<file path="src/rtl/ps2_pkg.sv">
// Shared types and constants for the PS/2 keyboard receiver.
//  - dec_state_t : scan-code prefix decoder states
//  - PS2_*       : set-2 prefix and keyboard-overrun byte values
//  - ps2_evt_t   : decoded key event {extended, release, code}, EVT_W bits
package ps2_pkg;

  typedef enum logic [1:0] {
    ST_IDLE,
    ST_EXT,
    ST_BRK,
    ST_EXT_BRK
  } dec_state_t;

  localparam logic [7:0] PS2_EXT  = 8'hE0;
  localparam logic [7:0] PS2_BRK  = 8'hF0;
  localparam logic [7:0] PS2_ERR0 = 8'h00;
  localparam logic [7:0] PS2_ERR1 = 8'hFF;

  localparam int EVT_W = 10;

  typedef struct packed {
    logic       ext;
    logic       rel;
    logic [7:0] code;
  } ps2_evt_t;

  // Odd parity holds when data bits plus parity bit contain an odd number of ones.
  function automatic logic odd_parity_ok(input logic [8:0] bits);
    return ^bits;
  endfunction

endpackage

</file>
<file path="src/rtl/ps2_evt_fifo.sv">
// First-word fall-through synchronous FIFO for decoded key events.
//  clk, reset : system clock, synchronous active-high reset
//  push, din  : write request and data (dropped when full with no pop)
//  pop        : read request, ignored when empty
//  dout       : head entry, forced to 0 while empty
//  empty/full : occupancy flags
//  level      : entries held
//  drop       : 1-cycle pulse when a push was discarded
module ps2_evt_fifo #(
  parameter int DEPTH = 8,
  parameter int EVT_W = 10
) (
  input  logic                           clk,
  input  logic                           reset,
  input  logic                           push,
  input  logic [EVT_W-1:0]               din,
  input  logic                           pop,
  output logic [EVT_W-1:0]               dout,
  output logic                           empty,
  output logic                           full,
  output logic [$clog2(DEPTH+1)-1:0]     level,
  output logic                           drop
);
  localparam int AW = $clog2(DEPTH);
  localparam int LW = $clog2(DEPTH+1);

  logic [EVT_W-1:0] mem [DEPTH];
  logic [AW-1:0]    wr_ptr, rd_ptr;
  logic             pop_ok, push_ok;

  assign empty   = (level == LW'(0));
  assign full    = (level == LW'(DEPTH));
  assign pop_ok  = pop & ~empty;
  // A pop in the same cycle frees the slot, so a full FIFO still accepts the push.
  assign push_ok = push & (~full | pop_ok);
  assign drop    = push & full & ~pop_ok;
  assign dout    = empty ? '0 : mem[rd_ptr];

  always_ff @(posedge clk) begin
    if (reset) begin
      wr_ptr <= '0;
      rd_ptr <= '0;
      level  <= '0;
    end else begin
      if (push_ok) wr_ptr <= wr_ptr + AW'(1);
      if (pop_ok)  rd_ptr <= rd_ptr + AW'(1);
      level <= level + LW'(push_ok) - LW'(pop_ok);
    end
  end

  always_ff @(posedge clk) begin
    if (push_ok) mem[wr_ptr] <= din;
  end

endmodule

</file>
<file path="src/rtl/ps2_kbd_rx.sv">
// PS/2 keyboard receiver: pin synchroniser, 11-bit deframer with timeout,
// set-2 E0/F0 prefix decoder and event FIFO with valid/ready delivery.
// Optional feature macro: PS2_TYPEMATIC_FILTER_EN (suppresses auto-repeat makes).
//  clk, reset                : system clock, synchronous active-high reset
//  ps2_clk, ps2_data         : raw PS/2 pins
//  evt_valid/evt_ready       : event handshake (FIFO head)
//  evt_code/release/extended : event fields
//  fifo_level                : entries held
//  overflow, clr_overflow    : sticky drop flag and its clear (set wins)
//  frame_err, err_count      : error pulse and saturating error count
module ps2_kbd_rx
  import ps2_pkg::*;
#(
  parameter int DEPTH          = 8,
  parameter int SYNC_STAGES    = 3,
  parameter int TIMEOUT_CYCLES = 10000,
  parameter int ERRCNT_W       = 8
) (
  input  logic                       clk,
  input  logic                       reset,
  input  logic                       ps2_clk,
  input  logic                       ps2_data,
  output logic                       evt_valid,
  input  logic                       evt_ready,
  output logic [7:0]                 evt_code,
  output logic                       evt_release,
  output logic                       evt_extended,
  output logic [$clog2(DEPTH+1)-1:0] fifo_level,
  output logic                       overflow,
  input  logic                       clr_overflow,
  output logic                       frame_err,
  output logic [ERRCNT_W-1:0]        err_count
);
  localparam int TW = $clog2(TIMEOUT_CYCLES + 1);

  // ---------------- synchroniser ----------------
  logic [SYNC_STAGES-1:0] clk_sync, dat_sync;
  logic                   fall, bit_in;

  always_ff @(posedge clk) begin
    if (reset) begin
      // Idle-high preset so leaving reset never fakes a falling edge.
      clk_sync <= '1;
      dat_sync <= '1;
    end else begin
      clk_sync <= {clk_sync[SYNC_STAGES-2:0], ps2_clk};
      dat_sync <= {dat_sync[SYNC_STAGES-2:0], ps2_data};
    end
  end

  assign fall   = clk_sync[SYNC_STAGES-1] & ~clk_sync[SYNC_STAGES-2];
  assign bit_in = dat_sync[SYNC_STAGES-1];

  // ---------------- deframer + timeout ----------------
  logic [3:0]    bit_cnt;
  logic [9:0]    shreg;      // [0]=start, [8:1]=data LSB first, [9]=parity
  logic [TW-1:0] idle_cnt;
  logic          byte_vld;
  logic [7:0]    byte_q;
  logic          frame_done, frame_ok, dfr_err, timeout;

  assign frame_done = fall & (bit_cnt == 4'd10);
  assign frame_ok   = ~shreg[0] & bit_in & odd_parity_ok(shreg[9:1]);
  assign dfr_err    = frame_done & ~frame_ok;
  assign timeout    = ~fall & (bit_cnt != 4'd0) &
                      (idle_cnt == TW'(TIMEOUT_CYCLES - 1));

  always_ff @(posedge clk) begin
    if (reset) begin
      bit_cnt  <= '0;
      shreg    <= '0;
      idle_cnt <= '0;
      byte_vld <= 1'b0;
      byte_q   <= '0;
    end else begin
      byte_vld <= frame_done & frame_ok;
      if (frame_done & frame_ok) byte_q <= shreg[8:1];
      if (fall) begin
        idle_cnt <= '0;
        if (bit_cnt == 4'd10) begin
          bit_cnt <= '0;
        end else begin
          shreg[bit_cnt] <= bit_in;
          bit_cnt        <= bit_cnt + 4'd1;
        end
      end else if (timeout) begin
        bit_cnt  <= '0;
        idle_cnt <= '0;
      end else if (bit_cnt != 4'd0) begin
        idle_cnt <= idle_cnt + TW'(1);
      end else begin
        idle_cnt <= '0;
      end
    end
  end

  // ---------------- prefix decoder FSM ----------------
  dec_state_t state, state_n;
  logic       is_pfx, is_ovr;
  logic       dec_push, dec_err;
  ps2_evt_t   dec_evt;

  assign is_pfx = (byte_q == PS2_EXT) | (byte_q == PS2_BRK);
  assign is_ovr = (byte_q == PS2_ERR0) | (byte_q == PS2_ERR1);

  always_ff @(posedge clk) begin
    if (reset) state <= ST_IDLE;
    else       state <= state_n;
  end

  always_comb begin
    state_n = state;
    if (dfr_err) begin
      state_n = ST_IDLE;
    end else if (byte_vld) begin
      if (is_ovr) begin
        state_n = ST_IDLE;
      end else begin
        case (state)
          ST_IDLE: begin
            if (byte_q == PS2_EXT)      state_n = ST_EXT;
            else if (byte_q == PS2_BRK) state_n = ST_BRK;
          end
          ST_EXT: begin
            if (byte_q == PS2_BRK)      state_n = ST_EXT_BRK;
            else if (byte_q != PS2_EXT) state_n = ST_IDLE;
          end
          default: state_n = ST_IDLE;
        endcase
      end
    end
  end

  always_comb begin
    dec_push     = 1'b0;
    dec_err      = 1'b0;
    dec_evt.ext  = (state == ST_EXT) | (state == ST_EXT_BRK);
    dec_evt.rel  = (state == ST_BRK) | (state == ST_EXT_BRK);
    dec_evt.code = byte_q;
    if (byte_vld) begin
      if (is_ovr) begin
        dec_err = 1'b1;
      end else begin
        case (state)
          ST_IDLE, ST_EXT: dec_push = ~is_pfx;
          default: begin
            // A prefix after F0 is a protocol violation.
            dec_err  = is_pfx;
            dec_push = ~is_pfx;
          end
        endcase
      end
    end
  end

  // ---------------- auto-repeat filter ----------------
  logic suppress;

`ifdef PS2_TYPEMATIC_FILTER_EN
  logic       last_vld;
  logic [8:0] last_key;
  logic       key_match;

  assign key_match = last_vld & (last_key == {dec_evt.ext, dec_evt.code});
  assign suppress  = ~dec_evt.rel & key_match;

  always_ff @(posedge clk) begin
    if (reset) begin
      last_vld <= 1'b0;
      last_key <= '0;
    end else if (dec_push) begin
      if (dec_evt.rel) begin
        if (key_match) last_vld <= 1'b0;
      end else if (!key_match) begin
        last_vld <= 1'b1;
        last_key <= {dec_evt.ext, dec_evt.code};
      end
    end
  end
`else
  assign suppress = 1'b0;
`endif

  // ---------------- event FIFO ----------------
  ps2_evt_t head;
  logic     fifo_empty, fifo_full, fifo_drop;

  ps2_evt_fifo #(.DEPTH(DEPTH), .EVT_W(EVT_W)) u_fifo (
    .clk   (clk),
    .reset (reset),
    .push  (dec_push & ~suppress),
    .din   (dec_evt),
    .pop   (evt_ready),
    .dout  (head),
    .empty (fifo_empty),
    .full  (fifo_full),
    .level (fifo_level),
    .drop  (fifo_drop)
  );

  assign evt_valid    = ~fifo_empty;
  assign evt_code     = head.code;
  assign evt_release  = head.rel;
  assign evt_extended = head.ext;

  // ---------------- error / overflow status ----------------
  logic err_now;
  assign err_now = dfr_err | timeout | dec_err;

  always_ff @(posedge clk) begin
    if (reset) begin
      frame_err <= 1'b0;
      err_count <= '0;
      overflow  <= 1'b0;
    end else begin
      frame_err <= err_now;
      if (err_now && err_count != {ERRCNT_W{1'b1}}) err_count <= err_count + ERRCNT_W'(1);
      if (fifo_drop)         overflow <= 1'b1;
      else if (clr_overflow) overflow <= 1'b0;
    end
  end

  // Full flag is only informational here; the FIFO handles full itself.
  logic unused_ok;
  assign unused_ok = fifo_full;

endmodule

</file>
<file path="config.mk">
export PLATFORM = sky130hd
export DESIGN_NAME = ps2_kbd_rx
export DESIGN_NICKNAME = d
export VERILOG_FILES = /design/src/rtl/ps2_pkg.sv /design/src/rtl/ps2_evt_fifo.sv /design/src/rtl/ps2_kbd_rx.sv
export SDC_FILE = /design/constraint.sdc
export NUM_CORES = 1
export LEC_CHECK = 0
export CORE_UTILIZATION = 40
export DETAILED_ROUTE_END_ITERATION = 6
export PLACE_DENSITY = 0.6
export SLEW_MARGIN = 40
export SYNTH_ARGS = -nofsm -noshare
export SYNTH_HDL_FRONTEND = slang
export SYNTH_SLANG_ARGS = --single-unit
</file>
<file path="constraint.sdc">
create_clock -name clk -period 6.25 [get_ports clk]
set_input_delay 1.25 -clock clk [delete_from_list [all_inputs] [get_ports clk]]
set_output_delay 1.25 -clock clk [all_outputs]
set_load 0.05 [all_outputs]
</file>
# Word level (Yosys, flattened, before mapping)
# Memories as Yosys holds them, arrays and structs flattened. A register that Yosys moved wholly into a read port is not among the register bits.
# Index checks and enable logic that the tools add are counted.
# word_totals
reg_bits	65
mem_bits_rw	80
mem_count	1
# memory_table
memory	depth	word_bits	rd	rd_clocked_by_memory_dff	write_ports	line_no	source
u_fifo.mem	8	10	1	1	1	ps2_evt_fifo.sv:27	logic [EVT_W-1:0] mem [DEPTH];
# classes
add_sub_neg	7
order_cmp	2
n_eq_ne	13
muxes	24
bitwise_logic	29
reduce_logical	14
# op_table
op	n
$eq 8x8->1 const B	3
$ne 8x8->1 const B	2
$add 14x1->14 const B	1
$eq 14x14->1 const B	1
$and 1x1->1	12
$mux 4	3
$bwmux 10	1
$mux 1	10
$mux 10	1
$mux 2	5
$not 1->1	10
$reduce_xor 9->1	1
$add 8x1->8 const B	1
$eq 4x4->1 const B	2
$logic_not 8->1	1
$ne 4x4->1 const B	2
$or 1x1->1	7
$add 3x1->3 const B	2
$mux 3	2
$lt 4x5->1 const B	1
$add 4x1->4	1
$add 4x1->4 const B	1
$demux 1 s4	1
$eq 2x2->1 const B	2
other kinds (13)	16

# Longest topological paths before layout
# Gate-level depths: netlist of the first run.
# logic_depth
word_depth	8
depth_mapped	13

# Hierarchy
# A second synthesis of the first run with hierarchy kept.
# hier_totals
cells_unflattened	493
area_unflattened_um2	6258.5
# by_module_without_submodules
mod	n_inst	cells_each	area_each_um2
ps2_evt_fifo	1	201	3703.6
ps2_kbd_rx	1	292	2555.0

# Worst setup path after synthesis of the first run
# No wires, ideal clock.
# synth_path
kind	reg2out
start	register u_fifo.level[2]
end	output evt_code[0]
arrival_time_ps	1987
setup_slack_ps	3013
stages_incl_launch_ff	6
path_cell_list	dfxtp_1 > inv_1 > ha_1 > and2_1 > clkbuf_1 > nor2_1
# synth_between
elab_chain_cells	2
# synth_lines
item	line_no	source
from (decl)	ps2_evt_fifo.sv:21	output logic [$clog2(DEPTH+1)-1:0] level,
from (signal assigned)	ps2_evt_fifo.sv:47	level <= level + LW'(push_ok) - LW'(pop_ok);
$logic_not 4->1	ps2_evt_fifo.sv:31	assign empty = (level == LW'(0));
$mux 10	ps2_evt_fifo.sv:37	assign dout = empty ? '0 : mem[rd_ptr];
to (decl)	ps2_kbd_rx.sv:25	output logic [7:0] evt_code,
# Every way passes these cells.

==> results.json, run 1 <==
{
  "vdd_ir_drop_max_uv": 214,
  "start_util": 0.409,
  "path_cells": "buf_4, mux4_2, mux2i_1, nor2_1, clkdlybuf4s50_1",
  "yosysUniqueCellTypes": 52,
  "wl_per_cell_um": 15.5,
  "finalCritPeriodShare": 0.642,
  "async_reset_ff_frac": 0,
  "drive_gt1_frac": 0.161,
  "fillCellCount": 1298,
  "r2r-end": "u_fifo.level[2]",
  "rows": 45,
  "syn_inst": 486,
  "cp.depth": 5,
  "area_growth_pct": 17.6,
  "htreeDepth": 4,
  "critPathKind": "reg -> out",
  "fin_util": 0.481,
  "ant_nets": 0,
  "clockBufferDepth": 2,
  "final-setup-viol-count": 0,
  "syn_area_per_cell_um2": 12.8,
  "post-route-drc-count": 0,
  "cts_buffers": 17,
  "maxSlewViolCount": 0,
  "max_slew.worst_pin.slew_ps": 669,
  "portBuffers": 30,
  "first_pass_iters": 4,
  "synth_area_um2": 6220,
  "via_per_inst": 5.13,
  "rrSetupSlack_ps": 3620,
  "ys_seq_elements": 148,
  "n_antenna_cell": 0,
  "dr.first_iter.drc_count": 257,
  "synth-edff-count": 80,
  "fin_worst_skew_ps": 11.1,
  "setup_tns_ps": 0,
  "grt_util_all_layers": 0.152,
  "max_cap_viol_count": 0,
  "cp_max_fo": 18,
  "antenna_found_initial": 0,
  "slew-limit-headroom": 0.550,
  "dieWidth_um": 127,
  "ctsHoldBuffers": 0,
  "hold_path.class": "reg -> reg",
  "cp.arrival_ps": 2760,
  "core_area_um2": 15200,
  "hold_violations": 0,
  "p_leak_nw": 2.57,
  "fin_ws_ps": 2240,
  "start_kind": "register",
  "cts-root-buf": "clkbuf_16",
  "critical_path.max_stage_delay_ps": 720,
  "crit_end": "evt_code[0]",
  "grt_overflow": 0,
  "post_cts_buffers": 0,
  "nets": 537,
  "seq_area_um2": 3760,
  "yosys_warnings": 0,
  "cp_top_family": "buffers and inverters",
  "synth_nets": 503,
  "insertion_delay_ps": 420,
  "clk_pin_slew_worst_paths_ps": 70,
  "num_vias": 3702,
  "rsz0062_at_grt": "no",
  "grt_pass1_vias": 3697,
  "grt_max_degree": 40,
  "ios": 31,
  "final_cell_area_um2": 7320,
  "mostFrequentLayoutCells": "80 x edfxtp_1, 73 x nor2_1, 67 x dfxtp_1",
  "r2r-start": "u_fifo.level[2]",
  "place.gp.congestion": 0.778,
  "hpwl_um": 7370,
  "cp_slowest_cell": "clkdlybuf4s50_1",
  "crit_path_end_kind": "output pin",
  "fmax_ghz": 0.249,
  "wirelength_um": 11200,
  "cts_sinks": 148,
  "cts_tree": "yes",
  "critical_path_buf_inv_count": 2,
  "cts_resized": 0,
  "final_common_cell": "edfxtp_1",
  "multi_input_area_um2": 2340,
  "timing.final.crit_period_ps": 4010,
  "worstRegToRegCells": 13,
  "seq_area_frac_synth": 0.605,
  "power_density_nw_per_um2": 371,
  "dp_slack_ps": 2640,
  "status": "finished clean",
  "grt_pass1_wl_um": 18600,
  "placed_cell_area_um2": 6730,
  "die_h_um": 127,
  "synth_ff_type": "edfxtp_1",
  "dieArea_um2": 16100,
  "required_ps": 5000
}
[through the flow]
stage / instances / power (mW) / hold slack, ps
final: 721 / 2.72 / 411
after global routing: 721 / 2.84 / 423
after CTS: 721 / 2.75 / 416
after detailed placement: 689 / 1.75 / 398
after global placement: 689 / 1.74 / 393
after floorplan: 486 / 1.57 / 389
[kinds of logic after synthesis]
kind of cell,count (synthesis),synth area share
adder cells (fa/ha/maj),11,0.0233
XOR/XNOR,23,0.0370
buffers and inverters,36,0.0239
multiplexers,57,0.135
AND/OR/NAND/NOR,180,0.142
flip-flops,148,0.605
AO/OA/AOI/OAI,31,0.0332
[area by class of cell]
type	count	share of cell area
tap	188	0.0322
timing repair buffer	36	0.0465
multi-input combinational	302	0.319
clock inverter	15	0.0215
sequential	148	0.515
inverter	15	0.00770
clock buffer	17	0.0581
[synthesized netlist by cell type, types with 3 or more instances]
| cell | count | area [um2] |
|---|---|---|
| inv_1 | 15 | 56.3 |
| mux2i_1 | 30 | 300 |
| and3_1 | 7 | 43.8 |
| nor3b_1 | 5 | 37.5 |
| a21oi_1 | 12 | 60.1 |
| nor3_1 | 8 | 40.0 |
| nor4_1 | 3 | 18.8 |
| mux4_2 | 20 | 450 |
| clkbuf_1 | 16 | 60.1 |
| nor2_1 | 75 | 282 |
| dfxtp_1 | 68 | 1360 |
| o21ai_0 | 5 | 25.0 |
| a211oi_1 | 5 | 37.5 |
| xor2_1 | 12 | 105 |
| ha_1 | 10 | 125 |
| nand4_1 | 4 | 25.0 |
| nand2b_1 | 5 | 31.3 |
| mux2_2 | 6 | 67.6 |
| nand3_1 | 20 | 100 |
| or2_2 | 6 | 37.5 |
| nor2b_1 | 9 | 56.3 |
| nand2_1 | 22 | 82.6 |
| edfxtp_1 | 80 | 2400 |
| xnor2_1 | 9 | 78.8 |
[report_power, final]
group	internal (mW)	switching (mW)
combinational	0.259	0.387
sequential	1.04	0.0333
clock	0.567	0.432
[how the worst min path moves through the flow]
| stage | startpoint | end | slack [ps] | cells past startpoint |
|---|---|---|---|---|
| final | dat_sync[1] | dat_sync[2] | 410 | 1 |
| after global routing | dat_sync[0] | dat_sync[1] | 420 | 1 |
| after CTS | dat_sync[1] | dat_sync[2] | 420 | 1 |
| after detailed placement | dat_sync[1] | dat_sync[2] | 400 | 1 |
| after global placement | dat_sync[1] | dat_sync[2] | 390 | 1 |
| after floorplan | clk_sync[0] | clk_sync[1] | 390 | 1 |
[routing by layer]
layer  routed length [um]  share of wire  GRT usage
met1                 5200           0.46      0.195
met2                 5390           0.48      0.245
met3                  445          0.040     0.0430
met4                  144          0.013     0.0588
met5                    0              0          0
[state kept, by name (all words and copies together) (netlist names), named ones only]
register	count
bit_cnt	4
clk_sync	3
frame_err	1
u_fifo.wr_ptr	3
u_fifo.level	4
u_fifo.mem	80
byte_vld	1
dat_sync	3
byte_q	8
shreg	10
u_fifo.rd_ptr	3
overflow	1
err_count	8
state	2
idle_cnt	14
No activity file was read; power rests on OpenSTA's default activity.
==> run 2, diff against run 1 <==
==> constraint.sdc (replaced) <==
create_clock -name clk -period 3.8 [get_ports clk]
set_input_delay 0.76 -clock clk [delete_from_list [all_inputs] [get_ports clk]]
set_output_delay 0.76 -clock clk [all_outputs]
set_load 0.05 [all_outputs]
==> run 2 against run 1 <==
Against the previous run: via count is 1.1% higher; flip-flop and latch count stayed put; clock-buffer cell count is 3 higher; die area stayed put; global-route usage is 0.44 points higher; worst hold slack hardly changed; critical path depth stayed put; cell count is 0.69% higher; register-to-register slack worse by 2400 ps; combinational power is 67% higher; critical path type unchanged.
==> results.json, run 2 (synthesis gave the netlist of run 1 again) <==
{
  "status": "finished clean",
  "rows": 45,
  "placed_cell_area_um2": 6750,
  "dieWidth_um": 127,
  "cts_tree": "yes",
  "antenna_found_initial": 0,
  "vdd_ir_drop_max_uv": 409,
  "p_leak_nw": 2.60,
  "grt_pass1_wl_um": 18800,
  "htreeDepth": 4,
  "max_slew.worst_pin.slew_ps": 703,
  "grt_util_all_layers": 0.157,
  "path_cells": "buf_4, mux4_2, mux2i_1, nor2_1, clkdlybuf4s50_1",
  "grt_max_degree": 40,
  "cts-root-buf": "clkbuf_16",
  "num_vias": 3741,
  "reg.largest.list": "u_fifo.mem: 80 flops, idle_cnt: 14 flops, shreg: 10 flops",
  "intPower_mw": 3.13,
  "worstRegToRegCells": 13,
  "hold_depth": 1,
  "hpwl_um": 7460,
  "drive_gt1_frac": 0.160,
  "portBuffers": 30,
  "core_area_um2": 15200,
  "cp.arrival_ps": 2620,
  "fmax_ghz": 0.296,
  "start_kind": "register",
  "maxSlewViolCount": 0,
  "start_util": 0.409,
  "critPathKind": "reg -> out",
  "ant_nets": 0,
  "clk_pin_slew_worst_paths_ps": 60,
  "post_cts_buffers": 0,
  "p_clk_frac": 0.366,
  "hold_end": "clk_sync[1]",
  "ios": 31,
  "insertion_delay_ps": 420,
  "setup_tns_ps": 0,
  "cts_sinks": 148,
  "cp_max_fo": 20,
  "r2r-start": "u_fifo.level[2]",
  "slew-limit-headroom": 0.531,
  "p_sw_mw": 1.35,
  "cp_slowest_cell": "clkdlybuf4s50_1",
  "final_cell_area_um2": 7340,
  "finalCritPeriodShare": 0.888,
  "post-route-drc-count": 0,
  "via_per_inst": 5.15,
  "hold_path.class": "reg -> reg",
  "clockBufferDepth": 2,
  "grt_pass1_vias": 3705,
  "fin_worst_skew_ps": 6.24,
  "first_pass_iters": 4,
  "r2r-end": "u_fifo.level[2]",
  "switching_share": 0.301,
  "nets": 542,
  "cts_resized": 0,
  "rsz0062_at_grt": "no",
  "cp_top_family": "buffers and inverters",
  "crit_path_end_kind": "output pin",
  "max_cap_viol_count": 0,
  "place.gp.congestion": 0.770,
  "power_density_nw_per_um2": 609,
  "min_from": "clk_sync[0]",
  "wl_per_cell_um": 15.5,
  "dp_slack_ps": 809,
  "fin_total_pwr_mw": 4.47,
  "p_seq_frac": 0.392,
  "final-setup-viol-count": 0,
  "grt_overflow": 0,
  "required_ps": 3040,
  "ctsHoldBuffers": 0,
  "combPwrFrac": 0.242,
  "dieArea_um2": 16100,
  "final_common_cell": "edfxtp_1",
  "cts_buffers": 17,
  "area_growth_pct": 18.1,
  "fin_ws_ps": 425,
  "rrSetupSlack_ps": 1200,
  "critical_path_buf_inv_count": 2,
  "critical_path.max_stage_delay_ps": 730,
  "wirelength_um": 11300,
  "mostFrequentLayoutCells": "80 x edfxtp_1, 75 x nor2_1, 68 x dfxtp_1",
  "n_antenna_cell": 0,
  "hold_violations": 0,
  "dr.first_iter.drc_count": 275,
  "top_register": "u_fifo.mem",
  "die_h_um": 127,
  "largest_register_ffs": 80,
  "timing.final.crit_period_ps": 3380
}
run 2: cell types whose count changed in the layout (fill, tap and decap cells not counted), sizes merged:
| cell | previous run | this run |
|---|---|---|
| inv | 25 | 21 |
| clkinvlp | 0 | 2 |
| clkbuf | 17 | 20 |
| clkinv | 4 | 3 |
| buf | 7 | 12 |
run 2: through the flow:
stage	hold slack, ps	instances	util
final	411	726	0.483
after floorplan	389	486	-
after global routing	428	726	0.483
after detailed placement	397	694	0.444
after global placement	394	694	0.444
after CTS	414	726	0.483
run 2: worst max-delay path by stage:
stage / start / endpoint / slack [ps] / cells past startpoint
after global placement: register / evt_code[0] / 830 / 5
after global routing: register / evt_code[5] / 250 / 5
after floorplan: u_fifo.level[2] / u_fifo.mem[2][0] / 860 / 8
final: register / evt_code[5] / 420 / 5
after detailed placement: register / evt_code[0] / 810 / 5
after CTS: register / evt_code[0] / 340 / 5
run 2: layout make-up:
type / count / area, um2
Timing Repair Buffer: 41 / 390
Fill cell: 1311 / 7860
Inverter: 15 / 56.3
Clock inverter: 12 / 113
Sequential cell: 148 / 3760
Tap cell: 188 / 235
Clock buffer: 20 / 478
Multi-Input combinational cell: 302 / 2310
run 2: per-layer routing:
metal | track usage | part of all wire
met1 | 0.199 | 0.47
met2 | 0.249 | 0.48
met4 | 0.0658 | 0.011
met3 | 0.0489 | 0.039
met5 | 0 | 0
run 2: power groups by stage:
stage / logic (mW) / clock network (mW) / registers [mW]
6_report: 1.08 / 1.64 / 1.75
5_1_grt: 1.17 / 1.75 / 1.76
4_1_cts: 1.11 / 1.69 / 1.75
3_5_place_dp: 1.10 / 0 / 1.79
3_3_place_gp: 1.09 / 0 / 1.78
2_1_floorplan: 0.757 / 0 / 1.83
==> run 3, diff against run 2 <==
--- a/config.mk
+++ b/config.mk
@@ -5,6 +5,7 @@
 export SDC_FILE = /design/constraint.sdc
 export NUM_CORES = 1
 export LEC_CHECK = 0
+export CORE_MARGIN = 2
 export CORE_UTILIZATION = 40
 export DETAILED_ROUTE_END_ITERATION = 6
 export PLACE_DENSITY = 0.6
@@ -12,3 +13,4 @@
 export SYNTH_ARGS = -nofsm -noshare
 export SYNTH_HDL_FRONTEND = slang
 export SYNTH_SLANG_ARGS = --single-unit
+export TNS_END_PERCENT = 10
==> run 3 against run 2 <==
Against the previous run: die area grew 3.2%; first-iteration DRC count is 17% higher; non-clock buffer count did not move; register-to-register slack worse by 60 ps; fmax decreased by 0.44%; worst setup slack lost 15 ps; power up 1.7%; clock power rose by 5%; sequential share of layout area down 0.052 points; cell count stayed put; global-route usage barely moved.
==> results.json, run 3 (synthesis gave the netlist of run 1 again) <==
{
  "status": "finished clean",
  "required_ps": 3040,
  "dieArea_um2": 16600,
  "crit_path_end_kind": "output pin",
  "hold_path.class": "reg -> reg",
  "place.gp.congestion": 0.772,
  "ant_nets": 0,
  "fmax_ghz": 0.295,
  "hold_violations": 0,
  "ios": 31,
  "clk_pin_slew_worst_paths_ps": 60,
  "finalNonFillerCells": 726,
  "max_cap_viol_count": 0,
  "rows": 45,
  "area_growth_pct": 18.2,
  "cp.arrival_ps": 2630,
  "dp.cells": 694,
  "fin_ws_ps": 410,
  "ctsHoldBuffers": 0,
  "rsz0062_at_grt": "no",
  "largest_register_ffs": 80,
  "post_cts_buffers": 0,
  "fin_util": 0.484,
  "hpwl_um": 7550,
  "grt_max_degree": 41,
  "dp_slack_ps": 798,
  "dieWidth_um": 129,
  "r2r-end": "u_fifo.level[2]",
  "hold_depth": 1,
  "start_util": 0.409,
  "grt_pass1_wl_um": 19700,
  "maxSlewViolCount": 0,
  "portBuffers": 30,
  "htreeDepth": 4,
  "vdd_ir_drop_max_uv": 325,
  "mostFrequentLayoutCells": "80 x edfxtp_1, 75 x nor2_1, 68 x dfxtp_1",
  "power_density_nw_per_um2": 619,
  "first_pass_iters": 4,
  "num_vias": 3721,
  "critical_path.max_stage_delay_ps": 730,
  "dr.first_iter.drc_count": 321,
  "rrSetupSlack_ps": 1140,
  "clockBufferDepth": 2,
  "drive_gt1_frac": 0.158,
  "hold_end": "dat_sync[1]",
  "via_per_inst": 5.13,
  "nets": 542,
  "cp_top_family": "buffers and inverters",
  "critPathKind": "reg -> out",
  "cts_tree": "yes",
  "core_area_um2": 15200,
  "timing.final.crit_period_ps": 3390,
  "cts_sinks": 148,
  "reg.largest.list": "u_fifo.mem: 80 flops, idle_cnt: 14 flops, shreg: 10 flops",
  "top_register": "u_fifo.mem",
  "final_cell_area_um2": 7350,
  "cp_slowest_cell": "clkdlybuf4s50_1",
  "insertion_delay_ps": 420,
  "setup_tns_ps": 0,
  "final_common_cell": "edfxtp_1",
  "critical_path_buf_inv_count": 2,
  "placed_cell_area_um2": 6740,
  "worstRegToRegCells": 13,
  "antenna_found_initial": 0,
  "die_h_um": 129,
  "fillCellCount": 1362,
  "min_from": "dat_sync[0]",
  "grt_util_all_layers": 0.156,
  "grt_pass1_vias": 3785,
  "grt_overflow": 0,
  "final-setup-viol-count": 0,
  "cts_resized": 0,
  "n_antenna_cell": 0,
  "post-route-drc-count": 0,
  "finalCritPeriodShare": 0.892,
  "max_slew.worst_pin.slew_ps": 715,
  "p_leak_nw": 2.60,
  "slew-limit-headroom": 0.522,
  "r2r-start": "u_fifo.level[2]",
  "path_cells": "buf_4, mux4_2, mux2i_1, nor2_1, clkdlybuf4s50_1",
  "fin_total_pwr_mw": 4.55,
  "cp_max_fo": 20,
  "wl_per_cell_um": 15.8,
  "cts-root-buf": "clkbuf_16",
  "cts_buffers": 17,
  "fin_worst_skew_ps": 10.4,
  "wirelength_um": 11500,
  "start_kind": "register",
  "hold_ws_ps": 404
}
## run 3: final cells by class
| type | instances | area, um2 | share of cell area |
|---|---|---|---|
| clock buffers | 18 | 439 | 0.0597 |
| inverters | 15 | 56.3 | 0.00766 |
| repair buffers | 41 | 378 | 0.0514 |
| clock inverters | 14 | 171 | 0.0233 |
| well taps | 188 | 235 | 0.0320 |
| multi-input cells | 302 | 2310 | 0.314 |
| flip-flops and latches | 148 | 3760 | 0.512 |
## run 3: routing by layer
metal | track usage | vias up | routed length [um]
met4 | 0.0435 | 0 | 103
met1 | 0.205 | 1809 | 5350
met2 | 0.250 | 67 | 5600
li1 | - | 1835 | -
met5 | 0 | - | 0
met3 | 0.0520 | 10 | 442
## run 3: worst max-delay path by stage
| stage | from | slack (ps) | cells after the start | to |
|---|---|---|---|---|
| 2_1_floorplan | u_fifo.level[2] | 860 | 8 | u_fifo.mem[2][0] |
| 3_3_place_gp | register | 830 | 5 | evt_code[2] |
| 3_5_place_dp | register | 800 | 5 | evt_code[2] |
| 4_1_cts | register | 340 | 5 | evt_code[2] |
| 5_1_grt | register | 220 | 5 | evt_code[2] |
| 6_report | register | 410 | 5 | evt_code[2] |
## run 3: where the power goes
part	leakage, nW	internal [mW]	switching, mW
logic	1.01	0.427	0.656
clock network	0.296	1.06	0.660
registers	1.29	1.71	0.0399
